$ cat config.mk
export PLATFORM = sky130hd
export DESIGN_NAME = divisor_secuencial_param
export DESIGN_NICKNAME = d
export VERILOG_FILES = /design/src/rtl/divisor_pkg.sv /design/src/rtl/divisor_signo.sv /design/src/rtl/divisor_secuencial_param.sv
export SDC_FILE = /design/constraint.sdc
export NUM_CORES = 1
export LEC_CHECK = 0
export ABC_AREA = 1
export CAP_MARGIN = 20
export CORE_AREA = 2 2 168 170
export DETAILED_ROUTE_END_ITERATION = 10
export DIE_AREA = 0 0 170 172
export GPL_TIMING_DRIVEN = 0
export PLACE_DENSITY_LB_ADDON = 0.15
export SYNTH_ARGS = -nofsm -noshare
export SYNTH_HDL_FRONTEND = slang
export SYNTH_SLANG_ARGS = --single-unit
$ cat constraint.sdc
create_clock -name CLK -period 8.2 [get_ports CLK]
set_input_delay 0.82 -clock CLK [delete_from_list [all_inputs] [get_ports CLK]]
set_output_delay 0.82 -clock CLK [all_outputs]
set_load 0.1 [all_outputs]
$ cat src/rtl/divisor_pkg.sv
// divisor_pkg: shared types and helpers for the sequential radix-2 restoring divider.
// Holds the FSM state type, the WIDTH legality bounds and the conditional negate.
package divisor_pkg;

    // Legal range for the operand/result width.
    localparam int WIDTH_MIN = 4;
    localparam int WIDTH_MAX = 64;

    typedef enum logic [1:0] {
        IDLE = 2'd0,
        CALC = 2'd1,
        FIX  = 2'd2,
        DONE = 2'd3
    } state_t;

    // Two's-complement negate when neg is set, pass-through otherwise.
    // Works on the widest legal operand; callers keep only their low bits.
    function automatic logic [WIDTH_MAX-1:0] neg_cond(input logic [WIDTH_MAX-1:0] v,
                                                      input logic                 neg);
        return neg ? -v : v;
    endfunction

endpackage

$ cat src/rtl/divisor_signo.sv
// divisor_signo: combinational magnitude / sign-restore unit.
// Used on the way in (|Num|, |Den|) and on the way out (signed quotient/remainder).
module divisor_signo
    import divisor_pkg::*;
#(
    parameter int WIDTH = 32
) (
    input  logic [WIDTH-1:0] val,
    input  logic             neg,
    output logic [WIDTH-1:0] res
);

    // Full-width result of the shared helper; bits above WIDTH are discarded.
    logic [WIDTH_MAX-1:0] wide_unused;

    // Negate at maximum width, then truncate back to the operand width.
    assign wide_unused = neg_cond(WIDTH_MAX'(val), neg);
    assign res         = wide_unused[WIDTH-1:0];

endmodule

$ cat src/rtl/divisor_secuencial_param.sv
// divisor_secuencial_param: sequential radix-2 restoring divider, signed or unsigned
// per operation, Start/Busy/Done handshake with back-to-back issue.
// Optional feature: define DIVISOR_DIVZERO_EN to skip the iteration when Den==0
// (result all ones / Num, DivZero flagged, Done two cycles after Start).
module divisor_secuencial_param
    import divisor_pkg::*;
#(
    parameter int WIDTH = 32
) (
    input  logic             CLK,
    input  logic             RSTa,
    input  logic             Start,
    input  logic             Signed,
    input  logic [WIDTH-1:0] Num,
    input  logic [WIDTH-1:0] Den,
    output logic [WIDTH-1:0] Coc,
    output logic [WIDTH-1:0] Res,
    output logic             Done,
    output logic             Busy,
    output logic             DivZero,
    output logic             Overflow
);

    localparam int               CW      = $clog2(WIDTH);
    localparam logic [WIDTH-1:0] MIN_VAL = {1'b1, {(WIDTH-1){1'b0}}};

    if (WIDTH < WIDTH_MIN || WIDTH > WIDTH_MAX) begin : g_width_bad
        $error("divisor_secuencial_param: WIDTH out of legal range");
    end

    state_t state, state_nxt;

    // Datapath registers: ACC carries one extra bit so the shifted-out bit survives the compare.
    logic [WIDTH:0]   acc;
    logic [WIDTH-1:0] q;
    logic [WIDTH-1:0] m;
    logic [CW-1:0]    cnt;
    logic             s_num, s_den;
    logic             dz_pend, ovf_pend;

    logic             num_neg, den_neg, den_zero;
    logic [WIDTH-1:0] num_mag, den_mag, coc_fix, res_fix;
    logic [WIDTH:0]   acc_sh;
    logic             take;

    assign num_neg = Signed & Num[WIDTH-1];
    assign den_neg = Signed & Den[WIDTH-1];

`ifdef DIVISOR_DIVZERO_EN
    assign den_zero = (Den == '0);
`else
    assign den_zero = 1'b0;
`endif

    // Operand magnitudes; MIN maps to the unsigned value 2^(WIDTH-1).
    divisor_signo #(.WIDTH(WIDTH)) u_num_mag (.val(Num), .neg(num_neg), .res(num_mag));
    divisor_signo #(.WIDTH(WIDTH)) u_den_mag (.val(Den), .neg(den_neg), .res(den_mag));

    // Sign restore: quotient truncates toward zero, remainder takes the dividend sign.
    divisor_signo #(.WIDTH(WIDTH)) u_coc_sgn (.val(q), .neg(s_num ^ s_den), .res(coc_fix));
    divisor_signo #(.WIDTH(WIDTH)) u_res_sgn (.val(acc[WIDTH-1:0]), .neg(s_num), .res(res_fix));

    // One restoring step: shift {ACC,Q} left and try to subtract the divisor magnitude.
    assign acc_sh = {acc[WIDTH-1:0], q[WIDTH-1]};
    assign take   = (acc_sh >= {1'b0, m});

    // State register.
    // NOTE: clocked state uses non-blocking (<=) so every register samples pre-edge values.
    always_ff @(posedge CLK or posedge RSTa) begin
        if (RSTa) state <= IDLE;
        else      state <= state_nxt;
    end

    // Next-state logic; Start is honoured in IDLE and in the DONE cycle only.
    // NOTE: the default assignment at the top of a combinational block prevents latches.
    always_comb begin
        state_nxt = state;
        case (state)
            IDLE:    if (Start) state_nxt = den_zero ? FIX : CALC;
            CALC:    if (cnt == '0) state_nxt = FIX;
            FIX:     state_nxt = DONE;
            DONE:    state_nxt = Start ? (den_zero ? FIX : CALC) : IDLE;
            default: state_nxt = IDLE;
        endcase
    end

    // Handshake outputs decoded from the state register.
    always_comb begin
        Busy = (state == CALC) || (state == FIX);
        Done = (state == DONE);
    end

    // Datapath: operand load, iteration, and result/flag registration in FIX.
    always_ff @(posedge CLK or posedge RSTa) begin
        if (RSTa) begin
            acc      <= '0;
            q        <= '0;
            m        <= '0;
            cnt      <= '0;
            s_num    <= 1'b0;
            s_den    <= 1'b0;
            dz_pend  <= 1'b0;
            ovf_pend <= 1'b0;
            Coc      <= '0;
            Res      <= '0;
            DivZero  <= 1'b0;
            Overflow <= 1'b0;
        end else begin
            case (state)
                IDLE, DONE: begin
                    if (Start) begin
                        cnt      <= CW'(WIDTH - 1);
                        m        <= den_mag;
                        dz_pend  <= den_zero;
                        ovf_pend <= Signed && (Num == MIN_VAL) && (Den == '1);
                        if (den_zero) begin
                            // Preload the divide-by-zero answer so FIX passes it through unsigned.
                            q     <= '1;
                            acc   <= {1'b0, Num};
                            s_num <= 1'b0;
                            s_den <= 1'b0;
                        end else begin
                            q     <= num_mag;
                            acc   <= '0;
                            s_num <= num_neg;
                            s_den <= den_neg;
                        end
                    end
                end
                CALC: begin
                    acc <= take ? (acc_sh - {1'b0, m}) : acc_sh;
                    q   <= {q[WIDTH-2:0], take};
                    cnt <= cnt - CW'(1);
                end
                FIX: begin
                    Coc      <= coc_fix;
                    Res      <= res_fix;
                    DivZero  <= dz_pend;
                    Overflow <= ovf_pend;
                end
                default: ;
            endcase
        end
    end

endmodule

# After elaboration in Yosys (flattened, before gate mapping)
# Index checks and enable logic that the tools add are counted.
# totals
ff_bits	171
wordCells	54
input_bits	68
# op_classes
n_eq_ne	8
order_cmp	1
n_mux	15
addsub	6
n_bitwise	3
n_reduce_logical	10
# ops
operator	n
2-to-1 mux 32 bit	7
negator 32 bit	4
case mux 32 bit (2 select lines)	2
equality test 32 bit, second input constant	2
greater-or-equal comparator 33 x 32 -> 1 bit	1
subtractor 32 bit	1
case mux 5 bit (2 select lines)	1
case mux 2 bit (4 select lines)	1
inequality test 2 bit, second input constant	3
AND reduction 2 bit	3
zero test 5 bit	1
2-to-1 mux 5 bit	1
subtractor 5 x 1 -> 5 bit, second input constant	1
equality test 2 bit, second input constant	2
2-to-1 mux 2 bit	2
bitwise AND 1 bit	2
equality test 2 x 1 -> 1 bit, second input constant	1
logical AND 1 bit	2
zero test 2 bit	1
nonzero test 2 bit	1
OR reduction 2 bit	1
logical OR 1 bit	1
2-to-1 mux 1 bit	1
XOR 1 bit	1

# Longest topological paths before layout
# Gate-level depths: netlist of run 1.
# logic_depth
depth_word	4
mapped_depth	16

# Modules after synthesis
# Synthesis of run 1 repeated with hierarchy kept, for this count alone.
# hier_totals
hier_cells	2199
area_unflattened_um2	14377.5
# by_module_without_submodules
module	cells_each	instances	area_each_um2
divisor_secuencial_param	1299	1	10168.5
divisor_signo	225	4	1052.3

# Least setup slack after synthesis of run 1
# No wires, ideal clock.
# synth_timing
path_type	register to register
startpoint	reg state[1]
endpoint	reg cnt[1]
stages_incl_launch_ff	10
setup_slack_ps	5690
n_path_buf	2
arrival_time_ps	2372
required_ps	8062
synth_period_minus_slack_ps	2510
path_cell_list	dfrtp_1 inv_1 ha_1 inv_1 nand2_1 nand2_1 inv_1 buf_2 clkbuf_1 a22oi_1
# synth_between
elab_chain_cells	4
elab_cells_between_ends	8
classes_between	3 x eq/ne; 1 x mux; 4 x reduce/logical
# synth_rtl
item	line	rtl
start, declared	divisor_secuencial_param.sv:31	state_t state, state_nxt;
start signal, assigned	divisor_secuencial_param.sv:71	else state <= state_nxt;
equality test 2 bit or zero test 2 bit (tied branches)	divisor_secuencial_param.sv:109	case (state)
OR reduction 2 bit	divisor_secuencial_param.sv:109	
inequality test 2 bit (no line) or nonzero test 2 bit (tied branches)	n/a	
AND reduction 2 bit (no line)	n/a	
end signal, assigned	divisor_secuencial_param.sv:112	cnt <= CW'(WIDTH - 1);
end signal, assigned	divisor_secuencial_param.sv:133	cnt <= cnt - CW'(1);
end, declared	divisor_secuencial_param.sv:37	logic [CW-1:0] cnt;
# Parallel ways exist; a longest one is shown, timed or not.
# A chain may end at the register's enable or synchronous reset.

# Worst setup path after layout of run 1
# layout_timing
startpoint	reg state[0]
endpoint	out Busy
# layout_between
elab_chain_cells	2
elab_cells_between_ends	3
classes_between	2 x eq/ne; 1 x reduce/logical
# layout_rtl
item	line	rtl
equality test 2 x 1 -> 1 bit or equality test 2 bit (tied branches)	divisor_secuencial_param.sv:89	Busy = (state == CALC) || (state == FIX);
logical OR 1 bit *	divisor_secuencial_param.sv:89	
end, declared	divisor_secuencial_param.sv:19	output logic Busy,
# Mark *: on every way between the ends. The rest lies on a longest branch, timed or not.

==> impl_metrics.yaml, run 1 <==
synth:
  synth-seq-cells: 171
  synth-edff-count: 0
  synth_fp_nets: 2203
  seq_area_frac_synth_pct: 31.74
  async_reset_ff_share_pct: 100.0
  ys.flop_type: "dfrtp_1"
  synth_cells: 2090
  syn_avg_cell_area_um2: 6.450
  netlist_area_um2: 13480
  synth-warning-count: 0
  synth.distinct_cells: 47
detailed_routing:
  detail_route.wl_per_cell_um: 16.89
  dr.first_iter.drc_count: 1169
  num_vias: 13950
  remaining_drc_errors: 0
  final_antenna_net_count: 0
  first_pass_iters: 5
  routed_wl_um: 43950
  drt-vias-per-instance: 5.360
place:
  dp_slack_ns: 5.112
  portBuffers: 134
  finalWeightedCongestion: 1.004
  post-dp-hpwl_um: 35980
floorplan:
  coreArea_um2: 27480
  start_util_pct: 49.06
  ios: 136
  row_count: 61
  die-area_um2: 29240
  die_y_um: 172
  fp.dieW_um: 170
run_status:
  outcome: "complete, no violations"
sta:
  hold_viol_final: 0
  holdWs_ns: 0.4825
  fin_skew_ns: 0.009503
  fmax_ghz: 0.3057
  period_minus_slack_ns: 3.271
  finalSetupTns_ns: 0
  finalCritPeriodShare_pct: 39.89
  final-setup-viol-count: 0
  setup_ws_ns: 4.929
  slew_headroom_pct: 34.08
  final_max_slew_viol_count: 0
  rsz0062_at_grt: "false"
  worst_pin_slew_ns: 0.9856
power:
  p_int_mw: 2.628
  netSwitchingFraction_pct: 56.37
  switchingPower_mw: 3.396
  peakVddDrop_v: 0.0001701
  combPwrFrac_pct: 63.4
  clkPwrFrac_pct: 13.7
  p_seq_share_pct: 22.9
  p_leak_nw: 8.258
  pwr_density_cell_nw_per_um2: 379.4
clock_tree:
  clock_insertion_delay_worst_skew_ns: 0.44
  hold_buffers: 0
  cts_tree: "built"
  clkTransAtPathRegs_ns: 0.07
  post_cts_resized: 0
  cts_buffers: 17
  clock_sinks: 171
  htreeDepth: 4
  cts_buffer_depth: 2
  cts_setup_buffers: 0
  root_buffer: "clkbuf_16"
global_routing:
  grt_max_degree: 134
  track_usage_pct: 30.33
  grt-ovfl-total: 0
  grt_pass1_wl_um: 68990
  antenna_found_initial: 2
  grt_pass1_vias: 12920
finish:
  final_nets: 2357
  final_core_util_pct: 57.78
  drive_above_1_share_pct: 6.073
  syn_to_final_growth_pct: 17.76
  antenna_cells: 0
critical_path:
  regToRegEndpoint: "acc[16]$_DFFE_PP0P_"
  worstPathArrival_ns: 2.45
  critPathLaunchType: "flip-flop"
  worst-setup-path-type: "flip-flop to output port"
  critPathMaxFanout: 5
  worst-r2r-cell-count: 14
  crit-reg2reg-launch: "q[31]$_DFFE_PP0P_"
  worstPathRequired_ns: 7.38
  reg2reg_slack_ns: 5.60
  endpoint_kind: "output port"
flow_run:
  cap_violations: 0
min_path:
  worstHoldPathCells: 2
  hp-start: "Coc[12]$_DFFE_PP0N_"
  hold_class: "flip-flop to flip-flop"
  holdPathEnd: "Coc[12]$_DFFE_PP0N_"
==> state kept, by name, summed over array words and instances, names as in the netlist <==
signal	cells
Coc	32
Overflow	1
Res	32
acc	32
cnt	5
m	32
ovf_pend	1
q	32
s_den	1
s_num	1
state	2
==> metal layers <==
layer	up-vias	routed length [um]	GRT usage, %
met1	6461	20070	41.83
met2	473	19850	49.41
met5	-	11	0
met4	2	1278	10.26
li1	6955	-	-
met3	56	2746	3.937
==> logic make-up (layout without fill, tap and decap cells) <==
logic type | after synthesis | count (layout) | share of synthesized area, %
other | 1 | 1 | 0.02782
flip-flops | 171 | 171 | 31.74
adder cells (fa/ha/maj) | 45 | 45 | 4.232
AO/OA/AOI/OAI | 264 | 264 | 10.59
XOR/XNOR | 71 | 71 | 4.669
buffers and inverters | 380 | 546 | 11.21
AND/OR/NAND/NOR | 1158 | 1158 | 37.53
==> Yosys cell counts, types with 4 or more instances <==
master / number / area (um^2)
o31ai_1: 4 / 30.03
nor4_1: 4 / 25.02
o211ai_1: 14 / 105.1
nand3_1: 199 / 996.0
inv_1: 306 / 1149
o21ai_0: 143 / 715.7
and2_1: 7 / 43.79
nor2_1: 182 / 683.2
nor3_1: 24 / 120.1
nand3b_1: 11 / 82.58
clkbuf_1: 38 / 142.6
nor3_2: 5 / 50.05
a21oi_1: 70 / 350.3
inv_2: 5 / 18.77
buf_4: 5 / 37.54
nor2_2: 14 / 87.58
dfrtp_1: 171 / 4279
nand2_2: 41 / 256.5
nand2_1: 624 / 2342
ha_1: 44 / 550.5
buf_1: 6 / 22.52
xor2_1: 53 / 464.2
nand3_2: 4 / 40.04
xnor2_1: 17 / 148.9
buf_2: 14 / 70.07
a31oi_1: 17 / 106.4
nand4_1: 32 / 200.2
==> layout make-up <==
class	instances	area [um^2]
fill	2713	11600
multi-input combinational	1539	7690
sequential	171	4279
timing repair buffer	135	1369
inverter	314	1186
tap	346	432.9
clock buffer	18	429.2
buffer	66	332.8
clock inverter	13	156.4
==> worst max-delay path, cell delays in order, from the launching register on <==
cell             delay, ns
dfrtp_1               0.39
inv_1                 0.12
ha_1                  0.35
clkdlybuf4s50_1       1.15
==> cells in the final DEF (no fill, tap or decap), types with 4 or more instances in the layout <==
cell	synthesis	final
a21oi_1	70	70
nand3b_1	11	11
inv_6	0	5
clkbuf_1	38	39
inv_1	306	305
xnor2_1	17	17
nor2_1	182	182
buf_2	14	14
o21ai_0	143	143
nor4_1	4	4
clkdlybuf4s50_1	0	134
o211ai_1	14	14
nand3_1	199	199
nand2_2	41	41
inv_2	5	5
ha_1	44	44
xor2_1	53	53
nand3_2	4	4
nor2_2	14	14
nand4_1	32	32
clkbuf_16	0	17
o31ai_1	4	4
nand2_1	624	624
nor3_1	24	24
a31oi_1	17	17
dfrtp_1	171	171
nor3_2	5	5
and2_1	7	7
buf_1	6	6
buf_4	5	5
==> power groups by stage <==
stage	Clock, mW	Combinational, mW	Sequential, mW
2_1_floorplan	0	1.88	2.27
3_3_place_gp	0	3.76	1.38
3_5_place_dp	0	3.80	1.39
4_1_cts	0.831	3.81	1.37
5_1_grt	0.858	4.16	1.41
6_report	0.823	3.82	1.38
==> worst max path at each step <==
stage / from / to / slack [ns] / depth (start not counted)
final: state[0]$_DFFE_PP0P_ / Busy / 4.93 / 3
after global routing: state[1]$_DFFE_PP0P_ / Busy / 4.86 / 3
after CTS: state[1]$_DFFE_PP0P_ / Busy / 4.92 / 3
after detailed placement: Signed / m[20]$_DFFE_PP0P_ / 5.11 / 8
after global placement: RSTa / m[29]$_DFFE_PP0P_ / 0.56 / 2
after floorplan: RSTa / Coc[0]$_DFFE_PP0N_ / 2.75 / 1
==> through the flow <==
step                      total power, mW  std cells  cell area (um^2)
after floorplan                     4.147       2090             13480
after global placement              5.138       2570             15250
after detailed placement            5.189       2571             15290
after CTS                           6.017       2602             15880
after global routing                6.431       2602             15880
final                               6.024       2602             15880
Note: power is estimated with default switching activity, not from simulation.
==> run 2, diff against run 1 <==
==> constraint.sdc (replaced) <==
create_clock -name CLK -period 3.4 [get_ports CLK]
set_input_delay 0.34 -clock CLK [delete_from_list [all_inputs] [get_ports CLK]]
set_output_delay 0.34 -clock CLK [all_outputs]
set_load 0.1 [all_outputs]
==> run 2 against run 1 <==
Global-route usage is 0.42 points higher. Utilization is 0.091 points higher. Die area stayed put. Clock-buffer cell count stayed put. Worst setup slack worse by 4.3 ns. First-iteration DRC count is 0.86% lower. Register-to-register slack worse by 4.8 ns. Clock power is 130% higher. Via count is 1.1% lower. Sequential cell count stayed put. Critical path type unchanged. Largest power group unchanged. Highest routed layer is now met4.
==> impl_metrics.yaml, run 2 (synthesis gave the netlist of run 1 again) <==
flow_run:
  cap_violations: 0
power:
  p_leak_nw: 8.259
  p_int_mw: 6.270
  netSwitchingFraction_pct: 56.78
  pwr_density_cell_nw_per_um2: 912.4
  combPwrFrac_pct: 63.8
  power.total_mw: 14.51
  switchingPower_mw: 8.237
  clkPwrFrac_pct: 13.3
  peakVddDrop_v: 0.0003550
  p_seq_share_pct: 22.9
sta:
  worst_pin_slew_ns: 0.9990
  finalCritPeriodShare_pct: 81.99
  finalSetupTns_ns: 0
  rsz0062_at_grt: "false"
  final_max_slew_viol_count: 0
  fin_skew_ns: 0.01773
  period_minus_slack_ns: 2.788
  hold_viol_final: 0
  setup_ws_ns: 0.6123
  slew_headroom_pct: 33.19
  fmax_ghz: 0.3587
  final-setup-viol-count: 0
finish:
  layout_common_cells: "nand2_1 (624), inv_1 (305), nand3_1 (199)"
  stdcell_area_um2: 15900
  fillerInstances: 2713
  antenna_cells: 0
  layout_commonest_cell: "nand2_1"
  syn_to_final_growth_pct: 17.95
  final_cells: 2605
  drive_above_1_share_pct: 6.197
  final_nets: 2360
place:
  post-dp-hpwl_um: 36680
  dp_slack_ns: 0.7828
  place_inst: 2574
  finalWeightedCongestion: 1.011
  portBuffers: 134
  placed_area_um2: 15340
floorplan:
  die-area_um2: 29240
  start_util_pct: 49.06
  die_y_um: 172
  fp.dieW_um: 170
  ios: 136
  coreArea_um2: 27480
  row_count: 61
critical_path:
  critPathMaxFanout: 5
  critPathSlowestCell: "clkdlybuf4s50_1"
  worst_path_dominant_cell_family: "buffers and inverters"
  slowest_delay_ns: 1.15
  worstPathRequired_ns: 3.06
  critPathBufInv: 2
  critPathLaunchType: "flip-flop"
  worst-r2r-cell-count: 10
  worstPathCellList: "inv_1 > ha_1 > clkdlybuf4s50_1"
  regToRegEndpoint: "acc[26]$_DFFE_PP0P_"
  reg2reg_slack_ns: 0.80
  worst-setup-path-type: "flip-flop to output port"
  crit-reg2reg-launch: "state[1]$_DFFE_PP0P_"
  worstPathArrival_ns: 2.45
  cp.depth: 3
  endpoint_kind: "output port"
global_routing:
  track_usage_pct: 30.76
  grt_pass1_vias: 12640
  grt-ovfl-total: 0
  antenna_found_initial: 0
  grt_pass1_wl_um: 69230
  grt_max_degree: 44
clock_tree:
  root_buffer: "clkbuf_16"
  cts_setup_buffers: 0
  post_cts_resized: 0
  clock_sinks: 171
  hold_buffers: 0
  cts_buffers: 17
  cts_tree: "built"
  htreeDepth: 4
  clkTransAtPathRegs_ns: 0.07
  clock_insertion_delay_worst_skew_ns: 0.45
  cts_buffer_depth: 2
run_status:
  outcome: "complete, no violations"
detailed_routing:
  first_pass_iters: 5
  remaining_drc_errors: 0
  num_vias: 13790
  final_antenna_net_count: 0
  routed_wl_um: 44290
  detail_route.wl_per_cell_um: 17.00
  drt-vias-per-instance: 5.293
  dr.first_iter.drc_count: 1159
min_path:
  hold_class: "primary input to async pin"
==> run 2: area by class of cell <==
| cell class | count | area [um^2] | area share, % |
|---|---|---|---|
| buffer | 66 | 332.8 | 2.093 |
| clock buffer | 18 | 429.2 | 2.699 |
| clock inverter | 13 | 132.6 | 0.8341 |
| inverter | 314 | 1182 | 7.436 |
| multi-input combinational | 1539 | 7690 | 48.36 |
| sequential | 171 | 4279 | 26.91 |
| tap | 346 | 432.9 | 2.723 |
| timing repair buffer | 138 | 1421 | 8.939 |
==> run 2: layer usage <==
layer,vias up,wire length (um),global-route usage [%]
met3,60,2841,3.845
met2,450,20100,49.57
li1,6962,-,-
met1,6317,20100,43.18
met4,0,1254,9.810
met5,-,0,0
==> run 2: worst max-delay path by stage <==
stage / startpoint / to / slack (ns)
after floorplan: RSTa / Coc[0]$_DFFE_PP0N_ / 0.88
after global placement: RSTa / m[27]$_DFFE_PP0P_ / -0.50
after detailed placement: Signed / m[19]$_DFFE_PP0P_ / 0.78
after CTS: state[1]$_DFFE_PP0P_ / Busy / 0.60
after global routing: state[1]$_DFFE_PP0P_ / Busy / 0.55
final: state[1]$_DFFE_PP0P_ / Busy / 0.61
==> run 2: power by group through the flow <==
stage               combinational, mW  sequential (mW)  clock [mW]
floorplan                        4.52             5.48           0
global placement                 9.09             3.32           0
detailed placement               9.22             3.35           0
CTS                              9.25             3.31        1.94
global route                     10.1             3.41        2.02
finish                           9.26             3.32        1.93
==> run 2: worst reg2reg max path, delay by kind of cell, from the launching register on <==
kind,cells,cell delay [ns]
fa+ha+maj,1,0.32
buf+inv,4,0.68
flops,1,0.42
simple gates,5,1.09
==> run 2: through the flow <==
step,hold slack [ns],utilization [%]
2_1_floorplan,0.4499,-
3_3_place_gp,0.4617,55.53
3_5_place_dp,0.4644,55.82
4_1_cts,0.3135,57.87
5_1_grt,0.3414,57.87
6_report,0.3025,57.87
